--- config.mk ---
export PLATFORM = sky130hd
export DESIGN_NAME = mtr_drv
export DESIGN_NICKNAME = d
export VERILOG_FILES = /design/src/rtl/mtr_drv.sv
export SDC_FILE = /design/constraint.sdc
export NUM_CORES = 1
export LEC_CHECK = 0
export BUFFER_PORTS_ARGS = -buffer_cell sky130_fd_sc_hd__buf_2
export CAP_MARGIN = 20
export CORE_UTILIZATION = 45
export CTS_CLUSTER_DIAMETER = 200
export CTS_CLUSTER_SIZE = 16
export DETAILED_ROUTE_END_ITERATION = 8
export PLACE_DENSITY = 0.74
export SLEW_MARGIN = 20
export SYNTH_ARGS = -nofsm -noshare
export SYNTH_HDL_FRONTEND = slang
export SYNTH_SLANG_ARGS = --single-unit
export TNS_END_PERCENT = 20
--- constraint.sdc ---
create_clock -name clk -period 1.9 [get_ports clk]
set_input_delay 0.19 -clock clk [delete_from_list [all_inputs] [get_ports clk]]
set_output_delay 0.19 -clock clk [all_outputs]
set_load 0.03 [all_outputs]
--- src/rtl/mtr_drv.sv ---
// Dual-channel H-bridge PWM driver: offset-binary duty, period-boundary duty update, dead time.
// Optional MTR_SLEW_EN limits per-period duty change to SLEW_STEP.
module mtr_drv #(
    parameter int unsigned NONOVERLAP = 32,
    parameter int unsigned SLEW_STEP  = 64
) (
    input  logic        clk,
    input  logic        rst_n,
    input  logic [10:0] lft_spd,
    input  logic [10:0] rght_spd,
    output logic        lftPWM1,
    output logic        lftPWM2,
    output logic        rghtPWM1,
    output logic        rghtPWM2
);

    localparam logic [7:0] DEAD_MAX = NONOVERLAP[7:0];

    // Channel 0 is left, channel 1 is right.
    logic [10:0] cnt;
    logic [10:0] target   [2];
    logic [10:0] duty_nxt [2];
    logic [10:0] duty_q   [2];
    logic        raw      [2];
    logic        raw_q    [2];
    logic [7:0]  dead_cnt [2];
    logic        settled  [2];
    logic        pwm1_q   [2];
    logic        pwm2_q   [2];

    always_comb begin
        target[0] = {~lft_spd[10], lft_spd[9:0]};
        target[1] = {~rght_spd[10], rght_spd[9:0]};
        for (int unsigned ch = 0; ch < 2; ch++) begin
            raw[ch]     = (cnt < duty_q[ch]);
            settled[ch] = (dead_cnt[ch] == DEAD_MAX);
        end
    end

`ifdef MTR_SLEW_EN
    localparam logic signed [11:0] STEP_S = 12'(SLEW_STEP);
    localparam logic        [10:0] STEP_U = 11'(SLEW_STEP);

    logic signed [11:0] diff [2];

    always_comb begin
        for (int unsigned ch = 0; ch < 2; ch++) begin
            diff[ch] = $signed({1'b0, target[ch]}) - $signed({1'b0, duty_q[ch]});
            if (diff[ch] > STEP_S)
                duty_nxt[ch] = duty_q[ch] + STEP_U;
            else if (diff[ch] < -STEP_S)
                duty_nxt[ch] = duty_q[ch] - STEP_U;
            else
                duty_nxt[ch] = target[ch];
        end
    end
`else
    always_comb begin
        for (int unsigned ch = 0; ch < 2; ch++)
            duty_nxt[ch] = target[ch];
    end
`endif

    always_ff @(posedge clk or negedge rst_n) begin
        if (!rst_n) begin
            cnt <= '0;
            for (int unsigned ch = 0; ch < 2; ch++) begin
                duty_q[ch]   <= 11'h400;
                raw_q[ch]    <= 1'b0;
                dead_cnt[ch] <= '0;
                pwm1_q[ch]   <= 1'b0;
                pwm2_q[ch]   <= 1'b0;
            end
        end else begin
            cnt <= cnt + 11'd1;
            for (int unsigned ch = 0; ch < 2; ch++) begin
                if (cnt == '1)
                    duty_q[ch] <= duty_nxt[ch];
                raw_q[ch] <= raw[ch];
                // Restart dead time on the cycle raw_q is about to toggle.
                if (raw[ch] != raw_q[ch])
                    dead_cnt[ch] <= '0;
                else if (!settled[ch])
                    dead_cnt[ch] <= dead_cnt[ch] + 8'd1;
                pwm1_q[ch] <= raw_q[ch] & settled[ch];
                pwm2_q[ch] <= ~raw_q[ch] & settled[ch];
            end
        end
    end

    assign lftPWM1  = pwm1_q[0];
    assign lftPWM2  = pwm2_q[0];
    assign rghtPWM1 = pwm1_q[1];
    assign rghtPWM2 = pwm2_q[1];

endmodule

==> results of run 1 <==
==> registers in the layout (all words and copies together), names as in the netlist <==
signal,cells
rghtPWM2,1
duty_q,22
lftPWM2,1
raw_q,2
lftPWM1,1
dead_cnt,16
cnt,11
rghtPWM1,1
==> worst max-delay path, delay by kind of cell, from the launching register on <==
family | cells | cell delay, ns
mux | 1 | 0.36
flops | 1 | 0.43
simple gates | 3 | 0.98
==> layout by cell type, fill, tap and decap left out, drive strengths merged, types with 13 or more instances in the layout <==
| cell | count |
|---|---|
| dfrtp | 53 |
| buf | 47 |
| inv | 30 |
| nand2 | 29 |
| o21ai | 26 |
| ha | 25 |
| a21oi | 16 |
| xnor2 | 15 |
| and3b | 13 |
| nand3 | 13 |
==> repair_timing <==
action / in CTS / in global routing
resized for setup: 1 / 17
buffers inserted: 0 / 1
endpoints found under the setup margin: 13 / 31
hold buffers: 1 / 0
endpoints found under the hold margin: 23 / 0
pin swaps: 0 / 6
==> cells by family (layout without fill, tap and decap cells) <==
| logic type | count (synthesis) | in the layout |
|---|---|---|
| adder cells (fa/ha/maj) | 25 | 25 |
| XOR/XNOR | 21 | 21 |
| AND/OR/NAND/NOR | 97 | 97 |
| flip-flops | 55 | 55 |
| buffers and inverters | 36 | 86 |
| multiplexers | 6 | 6 |
| AO/OA/AOI/OAI | 42 | 42 |
==> per-layer routing <==
metal / vias to the layer above / track usage, %
li1: 1044 / -
met1: 974 / 23.3
met3: 5 / 3.33
met5: - / 0
met4: 0 / 5.79
met2: 22 / 28.4
==> layout make-up <==
| class | count | area, um^2 | share of cell area, % |
|---|---|---|---|
| Multi-Input combinational cell | 191 | 1390 | 41.0 |
| Sequential cell | 55 | 1380 | 40.7 |
| Timing Repair Buffer | 48 | 299 | 8.80 |
| Inverter | 30 | 113 | 3.31 |
| Tap cell | 75 | 93.8 | 2.76 |
| Clock buffer | 6 | 82.6 | 2.43 |
| Clock inverter | 2 | 35.0 | 1.03 |
==> stage by stage <==
stage / setup TNS [ns] / setup slack [ns] / hold slack, ns / cells
floorplan: 0 / 0.0159 / -0.106 / 282
finish: 0 / 0.0245 / 0.0173 / 407
global route: -0.399 / -0.0550 / 0.00931 / 407
CTS: -0.00447 / -0.00447 / 0.0152 / 406
global placement: 0 / 0.00165 / 0.211 / 397
detailed placement: -0.0282 / -0.0269 / 0.224 / 397
==> worst min-delay path by stage <==
stage                      end        start  slack [ns]
detailed placement  duty_q[11]        rst_n        0.22
floorplan               cnt[0]        rst_n       -0.11
global route        duty_q[21]  lft_spd[10]       0.009
CTS                 duty_q[21]  lft_spd[10]        0.02
finish              duty_q[21]  lft_spd[10]        0.02
global placement    duty_q[11]        rst_n        0.21
==> power breakdown <==
part	leakage, nW	switching, mW	internal [mW]	total, mW
sequential	0.620	0	1.17	1.17
clock	0.0612	0.371	0.427	0.797
combinational	1.05	0.0289	0.0208	0.0497
==> impl_metrics.env, run 1 <==
export IMPL_power_per_cell_area_nw_per_um2=594
export IMPL_synthesized_area_fraction_occupied_by_ao_oa_aoi_and_oai_cells_pct=7.38
export IMPL_muxShareOfSynthArea_pct=2.28
export IMPL_route_detailed_wl_per_inst_um=12.5
export IMPL_number_of_hold_violations_in_the_final_report=0
export IMPL_met3RoutedLength_um=134
export IMPL_crit_type="register to register"
export IMPL_cts_inserted_buffers=5
export IMPL_grt_total_usage_pct=17.4
export IMPL_fp_dieArea_um2=6650
export IMPL_synth_adder_area_share_pct=11.0
export IMPL_synth_async_sr_flop_share_pct=100
export IMPL_post_route_period_util_pct=98.7
export IMPL_placedInstanceArea_um2=3190
export IMPL_synthMostInstantiatedCell="sky130_fd_sc_hd__dfrtp_1"
export IMPL_grt_pass1_wl_um=8740
export IMPL_final_period_minus_worst_setup_slack_ns=1.88
export IMPL_max_transition_margin_pct=61.8
export IMPL_min_path_cells=2
export IMPL_synth_top_cells_by_area="sky130_fd_sc_hd__dfrtp_1 (47%), sky130_fd_sc_hd__ha_1 (11%), sky130_fd_sc_hd__xnor2_1 (4.6%)"
export IMPL_most_used_standard_cells_in_the_synthesized_netlist="sky130_fd_sc_hd__dfrtp_1 (53), sky130_fd_sc_hd__inv_1 (30), sky130_fd_sc_hd__nand2_1 (29)"
export IMPL_met2_length_um=2460
export IMPL_dominant_combinational_cell_family_by_area_after_synthesis="simple AND/OR/NAND/NOR gates"
export IMPL_ys_warnings_count=0
export IMPL_report_final_setup_viol=0
export IMPL_finalPower_mw=2.02
export IMPL_crit_arrival_ns=2.08
export IMPL_synth_top_flop_cell="sky130_fd_sc_hd__dfrtp_1"
export IMPL_number_of_synthesized_flops_with_an_enable_pin=0
export IMPL_drt_vias_per_instance=5.02
export IMPL_worst_r2r_path_depth=4
export IMPL_timing_critical_path_required_ns=2.11
export IMPL_xor_xnor_portion_of_the_synthesized_cell_area_pct=6.46
export IMPL_synth_cell_type_count=30
export IMPL_clk_latency_ns=0.31
export IMPL_topRoutingLayerUsed="met4"
export IMPL_synth_area_leader_cell="sky130_fd_sc_hd__dfrtp_1"
export IMPL_number_of_antenna_violations_at_the_first_check_in_global_routing=0
export IMPL_synth_simple_area_share_pct=19.6
export IMPL_regToRegStartpoint="dead_cnt[10]"
export IMPL_antenna_cells_inserted=0
export IMPL_grt_start_max_net_pins=27
export IMPL_vdd_ir_drop_max_v=0.000389
export IMPL_first_global_vias=1948
export IMPL_worstSetupEndpoint="dead_cnt[9]"
export IMPL_clock_transition_time_at_the_flip_flop_clock_pins_of_the_worst_setup_and_hold_paths_ns=0.10
export IMPL_syn_inst=282
export IMPL_timing_critical_path_from_type="register"
export IMPL_initial_utilization_pct=47.3
export IMPL_maxCapViolations=0
export IMPL_antenna_left=0
export IMPL_syn_mean_instance_area_um2=10.1
export IMPL_die_width_um=81.6
export IMPL_min_path_type="input port to register"
export IMPL_timing_max_transition_violations_final=0
export IMPL_drive_above_1_share_pct=22.9
export IMPL_m1WireLength_um=2430
export IMPL_io_pin_count=28
export IMPL_cpMaxStageDelayCell="sky130_fd_sc_hd__or4_4"
export IMPL_drt_iter0_drc=112
export IMPL_kind_of_end_point_of_the_critical_path="register"
export IMPL_cts_tree="done"
export IMPL_hpwlAfterDp_um=3840
export IMPL_synth_top_area_share_pct=46.6
export IMPL_postSynthNetCount=331
export IMPL_rr_endpoint="dead_cnt[9]"
export IMPL_num_vias=2045
export IMPL_synth_yosys_seq_area_share_pct=48.4
export IMPL_grt_overflow_total=0
export IMPL_floorplan_die_height_um=81.6
export IMPL_layout_area_overhead_vs_synth_pct=19.2
export IMPL_maxClockFrequency_mhz=533
export IMPL_critical_path_startpoint="dead_cnt[10]"
export IMPL_run_status="finished, final reports clean"
export IMPL_fin_util_pct=56.4
export IMPL_fin_worst_skew_ns=0.00423
export IMPL_floorplan_core_area_um2=6030
export IMPL_drt_pass1_iter_count=4
export IMPL_fill_cells=526
export IMPL_cts_num_sinks=55
export IMPL_path_cells="or4_4, nor4b_4, mux2_1, and3b_1"
export IMPL_core_rowCount=28
export IMPL_worst_slew_pin_transition_ns=0.573
export IMPL_synth_cell_area_um2=2850
export IMPL_cp_slowest_stage_delay_ns=0.56
export IMPL_static_leakage_power_nw=1.73
export IMPL_number_of_levels_the_h_tree_was_split_into=2
export IMPL_num_nets_final=380
export IMPL_maximum_clock_insertion_buffer_count=2
export IMPL_port_buffer_count=27
export IMPL_rsz0062_at_grt="true"
export IMPL_layout_cell_area_non_filler_um2=3400
export IMPL_residual_drc_count=0
export IMPL_totalWireLength_um=5090
export IMPL_max_fanout_on_critical_path=5
export IMPL_flip_flop_and_latch_count_after_synthesis=55
export IMPL_rrSetupSlack_ns=0.02
export IMPL_gp_routability_congestion=0.779
export IMPL_clockRootBuffer="sky130_fd_sc_hd__clkbuf_8"
No activity file was read; power rests on OpenSTA's default activity.
==> run 2, diff against run 1 <==
Clock period 1.9 ns to 1.6 ns, I/O delays scaled along.
==> run 2 against run 1 <==
The flow now finishes with violations (negative setup slack). Clock skew grew 0.0060 ns. Register-to-register slack lost 0.28 ns. Cell count grew 7.4%. Count of clock-buffer cells in the layout grew 1. Maximum frequency grew 0.97%. First-iteration DRC count shrank 37%. Routed wire length grew 8.9%. Critical path type unchanged. Critical endpoint is now dead_cnt[13]. Largest power group unchanged.
==> impl_metrics.env, run 2 (synthesis results as in run 1) <==
export IMPL_number_of_levels_the_h_tree_was_split_into=2
export IMPL_final_common_cell="sky130_fd_sc_hd__dfrtp_1"
export IMPL_fp_dieArea_um2=6650
export IMPL_antenna_left=0
export IMPL_maxClockFrequency_mhz=538
export IMPL_grt_pass1_wl_um=9520
export IMPL_core_rowCount=28
export IMPL_drive_above_1_share_pct=30.4
export IMPL_min_path_type="input port to register"
export IMPL_initial_utilization_pct=47.3
export IMPL_max_transition_margin_pct=64.9
export IMPL_residual_drc_count=0
export IMPL_route_detailed_wl_per_inst_um=12.7
export IMPL_drt_vias_per_instance=4.96
export IMPL_final_cell_mix="sky130_fd_sc_hd__dfrtp_1 (51), sky130_fd_sc_hd__buf_4 (44), sky130_fd_sc_hd__nand2_1 (29)"
export IMPL_report_final_setup_viol=36
export IMPL_crit_arrival_ns=2.06
export IMPL_layout_top_registers="duty_q x22, dead_cnt x16, cnt x11"
export IMPL_fin_worst_skew_ns=0.0102
export IMPL_hpwlAfterDp_um=4180
export IMPL_final_non_filler_cells=437
export IMPL_rsz0062_at_grt="true"
export IMPL_timing_critical_path_from_type="register"
export IMPL_floorplan_die_height_um=81.6
export IMPL_static_leakage_power_nw=1.88
export IMPL_clock_transition_time_at_the_flip_flop_clock_pins_of_the_worst_setup_and_hold_paths_ns=0.10
export IMPL_number_of_antenna_violations_at_the_first_check_in_global_routing=0
export IMPL_timing_critical_path_required_ns=1.81
export IMPL_grt_total_usage_pct=18.9
export IMPL_antenna_cells_inserted=0
export IMPL_totalWireLength_um=5550
export IMPL_vdd_ir_drop_max_v=0.000402
export IMPL_post_place_setup_slack_ns=-0.363
export IMPL_layout_cell_area_non_filler_um2=3690
export IMPL_fill_cells=521
export IMPL_number_of_hold_violations_in_the_final_report=0
export IMPL_cts_num_sinks=55
export IMPL_clk_latency_ns=0.31
export IMPL_layout_area_overhead_vs_synth_pct=29.4
export IMPL_placedInstanceArea_um2=3420
export IMPL_timing_max_transition_violations_final=0
export IMPL_cts_tree="done"
export IMPL_kind_of_end_point_of_the_critical_path="register"
export IMPL_floorplan_core_area_um2=6030
export IMPL_cts_inserted_buffers=5
export IMPL_max_fanout_on_critical_path=8
export IMPL_gp_routability_congestion=0.796
export IMPL_num_vias=2169
export IMPL_final_period_minus_worst_setup_slack_ns=1.86
export IMPL_run_status="finished, violations left"
export IMPL_maxCapViolations=0
export IMPL_power_per_cell_area_nw_per_um2=621
export IMPL_setup_tns_final_ns=-5.12
export IMPL_worst_slew_pin_transition_ns=0.527
export IMPL_grt_overflow_total=0
export IMPL_crit_type="register to register"
export IMPL_setup_slack_ns=-0.257
export IMPL_largest_register_ffs=22
export IMPL_die_width_um=81.6
export IMPL_io_pin_count=28
export IMPL_violations="negative setup slack"
export IMPL_first_global_vias=2232
export IMPL_clockRootBuffer="sky130_fd_sc_hd__clkbuf_8"
export IMPL_post_place_cells=421
export IMPL_grt_start_max_net_pins=24
export IMPL_max_flop_register="duty_q"
export IMPL_port_buffer_count=27
export IMPL_fin_util_pct=61.2
export IMPL_maximum_clock_insertion_buffer_count=2
export IMPL_drt_pass1_iter_count=4
export IMPL_drt_iter0_drc=71
export IMPL_post_route_period_util_pct=116
export IMPL_num_nets_final=410
==> run 2: layer usage <==
metal / track usage (%) / vias up / share of wire (%)
li1: - / 1106 / -
met1: 23.3 / 1013 / 46
met2: 33.5 / 39 / 49
met3: 4.22 / 11 / 3.0
met4: 4.74 / 0 / 1.8
met5: 0 / - / 0
==> run 2: worst paths after layout <==
| kind | slack (ns) | endpoint | startpoint | depth (start not counted) |
|---|---|---|---|---|
| worst min-delay path | 0.05 | duty_q[14] | lft_spd[3] | 3 |
| worst max register to register | -0.26 | dead_cnt[13] | duty_q[21] | 7 |
| max in group asynchronous | 0.68 | cnt[10] | rst_n | 3 |
| worst min register to register | 0.49 | rghtPWM2 | raw_q[0] | 1 |
| min in group asynchronous | 0.35 | cnt[0] | rst_n | 2 |
| worst max-delay path | -0.26 | dead_cnt[13] | duty_q[21] | 7 |
==> run 2: cell type report <==
class,instances,area (um^2),share of cell area [%]
clock buffers,7,96.3,2.61
repair buffers,78,557,15.1
flip-flops and latches,55,1380,37.5
clock inverters,1,7.51,0.204
inverters,30,113,3.05
multi-input cells,191,1440,39.0
well taps,75,93.8,2.54
==> run 2: through the flow <==
stage	total power, mW	hold slack [ns]
4_1_cts	2.32	0.0435
3_5_place_dp	1.48	0.168
5_1_grt	2.39	0.0536
3_3_place_gp	1.48	0.165
2_1_floorplan	1.42	-0.136
6_report	2.29	0.0508
==> run 2: where the power goes <==
| part | switching (mW) | leakage [nW] | internal [mW] |
|---|---|---|---|
| sequential | 0 | 0.618 | 1.39 |
| clock | 0.439 | 0.0505 | 0.394 |
| combinational | 0.0356 | 1.21 | 0.0311 |
| total | 0.474 | 1.88 | 1.81 |
==> run 2: worst max-delay path, stage by stage (launching register included) <==
cell,delay (ns)
sky130_fd_sc_hd__dfstp_2,0.55
sky130_fd_sc_hd__inv_2,0.05
sky130_fd_sc_hd__ha_4,0.26
sky130_fd_sc_hd__nand4_1,0.12
sky130_fd_sc_hd__nor3_2,0.23
sky130_fd_sc_hd__a21oi_4,0.12
sky130_fd_sc_hd__a21oi_4,0.21
sky130_fd_sc_hd__and3b_1,0.20
==> run 2: what timing repair did <==
item,4_1_cts,5_1_grt
gates cloned,0,0
gates resized for setup,13,13
pin swaps,5,8
hold endpoints to repair,21,0
hold buffers,3,0
setup endpoints to repair,37,40
buffers inserted,1,4
==> run 3, diff against run 2 <==
Settings changed: ABC_AREA set to 1.
==> run 3 against run 2 <==
The flow still finishes with violations (negative setup slack). Worst setup slack improved by 0.25 ns. Die area rose by 3.7%. Clock skew is 0.0030 ns higher. Critical path depth up 2. First-iteration DRC count is 4.2% lower. Maximum frequency is 15% higher. Hold slack got worse by 0.017 ns. Core utilization down 3.6 points. Total power decreased by 0.22%. Sequential cell count unchanged. Cell count is 4.3% higher. Clock power shrank 0.5%. Highest routed layer unchanged.
==> impl_metrics.env, run 3 <==
export IMPL_synth_top_flop_cell="sky130_fd_sc_hd__dfrtp_1"
export IMPL_num_vias=2210
export IMPL_number_of_hold_violations_in_the_final_report=0
export IMPL_final_cell_mix="sky130_fd_sc_hd__dfrtp_1 (51), sky130_fd_sc_hd__inv_1 (50), sky130_fd_sc_hd__nand2_1 (37)"
export IMPL_cts_inserted_buffers=5
export IMPL_number_of_levels_the_h_tree_was_split_into=2
export IMPL_fp_dieArea_um2=6900
export IMPL_setup_tns_final_ns=-0.00972
export IMPL_setup_slack_ns=-0.00972
export IMPL_residual_drc_count=0
export IMPL_maximum_clock_insertion_buffer_count=2
export IMPL_core_rowCount=29
export IMPL_route_detailed_wl_per_inst_um=12.5
export IMPL_synth_cell_type_count=25
export IMPL_syn_inst=322
export IMPL_maxCapViolations=0
export IMPL_cp_slowest_stage_delay_ns=0.42
export IMPL_xor_xnor_portion_of_the_synthesized_cell_area_pct=5.63
export IMPL_timing_critical_path_required_ns=1.82
export IMPL_report_final_setup_viol=1
export IMPL_drt_pass1_iter_count=4
export IMPL_most_used_standard_cells_in_the_synthesized_netlist="sky130_fd_sc_hd__inv_1 (54), sky130_fd_sc_hd__dfrtp_1 (53), sky130_fd_sc_hd__nand2_1 (49)"
export IMPL_number_of_synthesized_flops_with_an_enable_pin=0
export IMPL_run_status="finished, violations left"
export IMPL_final_common_cell="sky130_fd_sc_hd__dfrtp_1"
export IMPL_number_of_antenna_violations_at_the_first_check_in_global_routing=0
export IMPL_synthMostInstantiatedCell="sky130_fd_sc_hd__inv_1"
export IMPL_path_cells="buf_4, ha_1, nand2_1, o21ai_1, nand2_1, nand3_2, nand2_2, nand2_4, nor2_1"
export IMPL_antenna_left=0
export IMPL_worst_path_most_repeated_cell="sky130_fd_sc_hd__nand2_1"
export IMPL_largest_register_ffs=22
export IMPL_kind_of_end_point_of_the_critical_path="register"
export IMPL_synth_area_leader_cell="sky130_fd_sc_hd__dfrtp_1"
export IMPL_drive_above_1_share_pct=37.2
export IMPL_ys_warnings_count=0
export IMPL_antenna_cells_inserted=0
export IMPL_rsz0062_at_grt="true"
export IMPL_crit_type="register to register"
export IMPL_grt_start_max_net_pins=39
export IMPL_layout_top_registers="duty_q x22, dead_cnt x16, cnt x11"
export IMPL_synth_adder_area_share_pct=10.6
export IMPL_io_pin_count=28
export IMPL_num_nets_final=427
export IMPL_grt_pass1_wl_um=9310
export IMPL_grt_overflow_total=0
export IMPL_flip_flop_and_latch_count_after_synthesis=55
export IMPL_synth_cell_area_um2=2960
export IMPL_dominant_combinational_cell_family_by_area_after_synthesis="simple AND/OR/NAND/NOR gates"
export IMPL_fin_worst_skew_ns=0.0131
export IMPL_postSynthNetCount=371
export IMPL_totalWireLength_um=5700
export IMPL_synth_top_cells_by_area="sky130_fd_sc_hd__dfrtp_1 (45%), sky130_fd_sc_hd__ha_1 (11%), sky130_fd_sc_hd__inv_1 (6.9%)"
export IMPL_timing_critical_path_from_type="register"
export IMPL_worst_slew_pin_transition_ns=0.447
export IMPL_floorplan_core_area_um2=6350
export IMPL_final_non_filler_cells=456
export IMPL_static_leakage_power_nw=1.91
export IMPL_violations="negative setup slack"
export IMPL_max_flop_register="duty_q"
export IMPL_hpwlAfterDp_um=3900
export IMPL_max_fanout_on_critical_path=8
export IMPL_maxClockFrequency_mhz=621
export IMPL_layout_area_overhead_vs_synth_pct=23.6
export IMPL_first_global_vias=2145
export IMPL_cts_num_sinks=55
export IMPL_grt_total_usage_pct=16.9
export IMPL_muxShareOfSynthArea_pct=0
export IMPL_final_period_minus_worst_setup_slack_ns=1.61
export IMPL_critical_path_top_delay_family="simple AND/OR/NAND/NOR gates"
export IMPL_timing_max_transition_violations_final=0
export IMPL_clockRootBuffer="sky130_fd_sc_hd__clkbuf_8"
export IMPL_multi_input_area_um2=1460
export IMPL_power_per_cell_area_nw_per_um2=625
export IMPL_area_sequential_um2=1380
export IMPL_synthesized_area_fraction_occupied_by_ao_oa_aoi_and_oai_cells_pct=8.46
export IMPL_port_buffer_count=27
export IMPL_clock_transition_time_at_the_flip_flop_clock_pins_of_the_worst_setup_and_hold_paths_ns=0.11
export IMPL_synth_top_area_share_pct=44.8
export IMPL_finalPower_mw=2.28
export IMPL_initial_utilization_pct=46.6
export IMPL_synth_simple_area_share_pct=19.4
export IMPL_crit_arrival_ns=1.83
export IMPL_post_place_setup_slack_ns=-0.136
export IMPL_post_place_cells=436
export IMPL_path_buf_inv=1
export IMPL_post_route_period_util_pct=101
export IMPL_min_path_type="input port to register"
export IMPL_drt_iter0_drc=68
export IMPL_die_width_um=83.1
export IMPL_max_transition_margin_pct=70.2
export IMPL_cts_tree="done"
export IMPL_drt_vias_per_instance=4.85
export IMPL_vdd_ir_drop_max_v=0.000330
export IMPL_synth_yosys_seq_area_share_pct=46.6
export IMPL_synth_async_sr_flop_share_pct=100
export IMPL_clk_latency_ns=0.32
export IMPL_floorplan_die_height_um=83.1
export IMPL_syn_mean_instance_area_um2=9.19
export IMPL_gp_routability_congestion=0.792
export IMPL_cpMaxStageDelayCell="sky130_fd_sc_hd__dfrtp_1"
export IMPL_fill_cells=542
run 3: changes by cell type after synthesis, moves of 11 or more:
cell / previous run / this run
sky130_fd_sc_hd__and3b_1: 13 / 1
sky130_fd_sc_hd__inv_1: 30 / 54
sky130_fd_sc_hd__nand2_1: 29 / 49
sky130_fd_sc_hd__nand2_2: 0 / 19
sky130_fd_sc_hd__nor2_1: 9 / 38
sky130_fd_sc_hd__o21ai_0: 26 / 5
sky130_fd_sc_hd__o21ai_2: 0 / 17
sky130_fd_sc_hd__xnor2_1: 15 / 2
sky130_fd_sc_hd__xor2_1: 6 / 17
run 3: metal layers:
metal | part of all wire (%) | vias up | global-route usage, %
met1 | 45 | 1036 | 21.9
met3 | 3.2 | 11 | 3.48
met2 | 50 | 46 | 27.9
met4 | 2.2 | 0 | 6.58
li1 | - | 1117 | -
met5 | 0 | - | 0
run 3: cell families (layout without fill, tap and decap cells):
family,after synthesis,after routing
xor+xnor,19,19
buf+inv,60,117
compound gates,36,36
simple gates,127,127
flops,55,55
fa+ha+maj,25,25
run 3: path summary, 6_finish.rpt:
check / start / endpoint / slack [ns] / cells after the start
min in group asynchronous: rst_n / duty_q[6] / 0.30 / 2
min: rght_spd[10] / duty_q[10] / 0.03 / 4
max: cnt[1] / dead_cnt[6] / -0.01 / 9
min reg2reg: raw_q[1] / lftPWM2 / 0.49 / 1
max reg2reg: cnt[1] / dead_cnt[6] / -0.01 / 9
max in group asynchronous: rst_n / duty_q[21] / 0.68 / 3
run 3: metrics by stage:
| step | utilization (%) | hold slack [ns] | area [um^2] |
|---|---|---|---|
| finish | 57.6 | 0.0335 | 3650 |
| detailed placement | 51.7 | 0.130 | 3280 |
| floorplan | - | -0.136 | 2960 |
| global placement | 51.7 | 0.128 | 3280 |
| global route | 57.6 | 0.0324 | 3650 |
| CTS | 54.3 | 0.0293 | 3450 |
run 3: where the power goes:
part,internal (mW),switching [mW]
registers,1.39,0
clock network,0.354,0.474
logic,0.0265,0.0392
total,1.77,0.513
run 3: tightest hold or removal path, stage by stage:
cell and delay (ns):
sky130_fd_sc_hd__buf_2 0.07, sky130_fd_sc_hd__inv_1 0.03, sky130_fd_sc_hd__nand2_1 0.05, sky130_fd_sc_hd__o21ai_1 0.05
run 3: what timing repair did:
item,in CTS,in global routing
gates resized for setup,10,35
endpoints found under the hold margin,16,0
setup endpoints to repair,35,41
cloned,0,1
hold buffers,1,0
setup buffers,2,8
pin swaps,4,19
run 3: layout make-up:
type / count / area share [%]
multi-input combinational: 207 / 40.0
inverter: 55 / 5.65
clock buffer: 6 / 2.26
clock inverter: 2 / 0.445
timing repair buffer: 54 / 11.3
sequential: 55 / 37.8
tap: 77 / 2.64
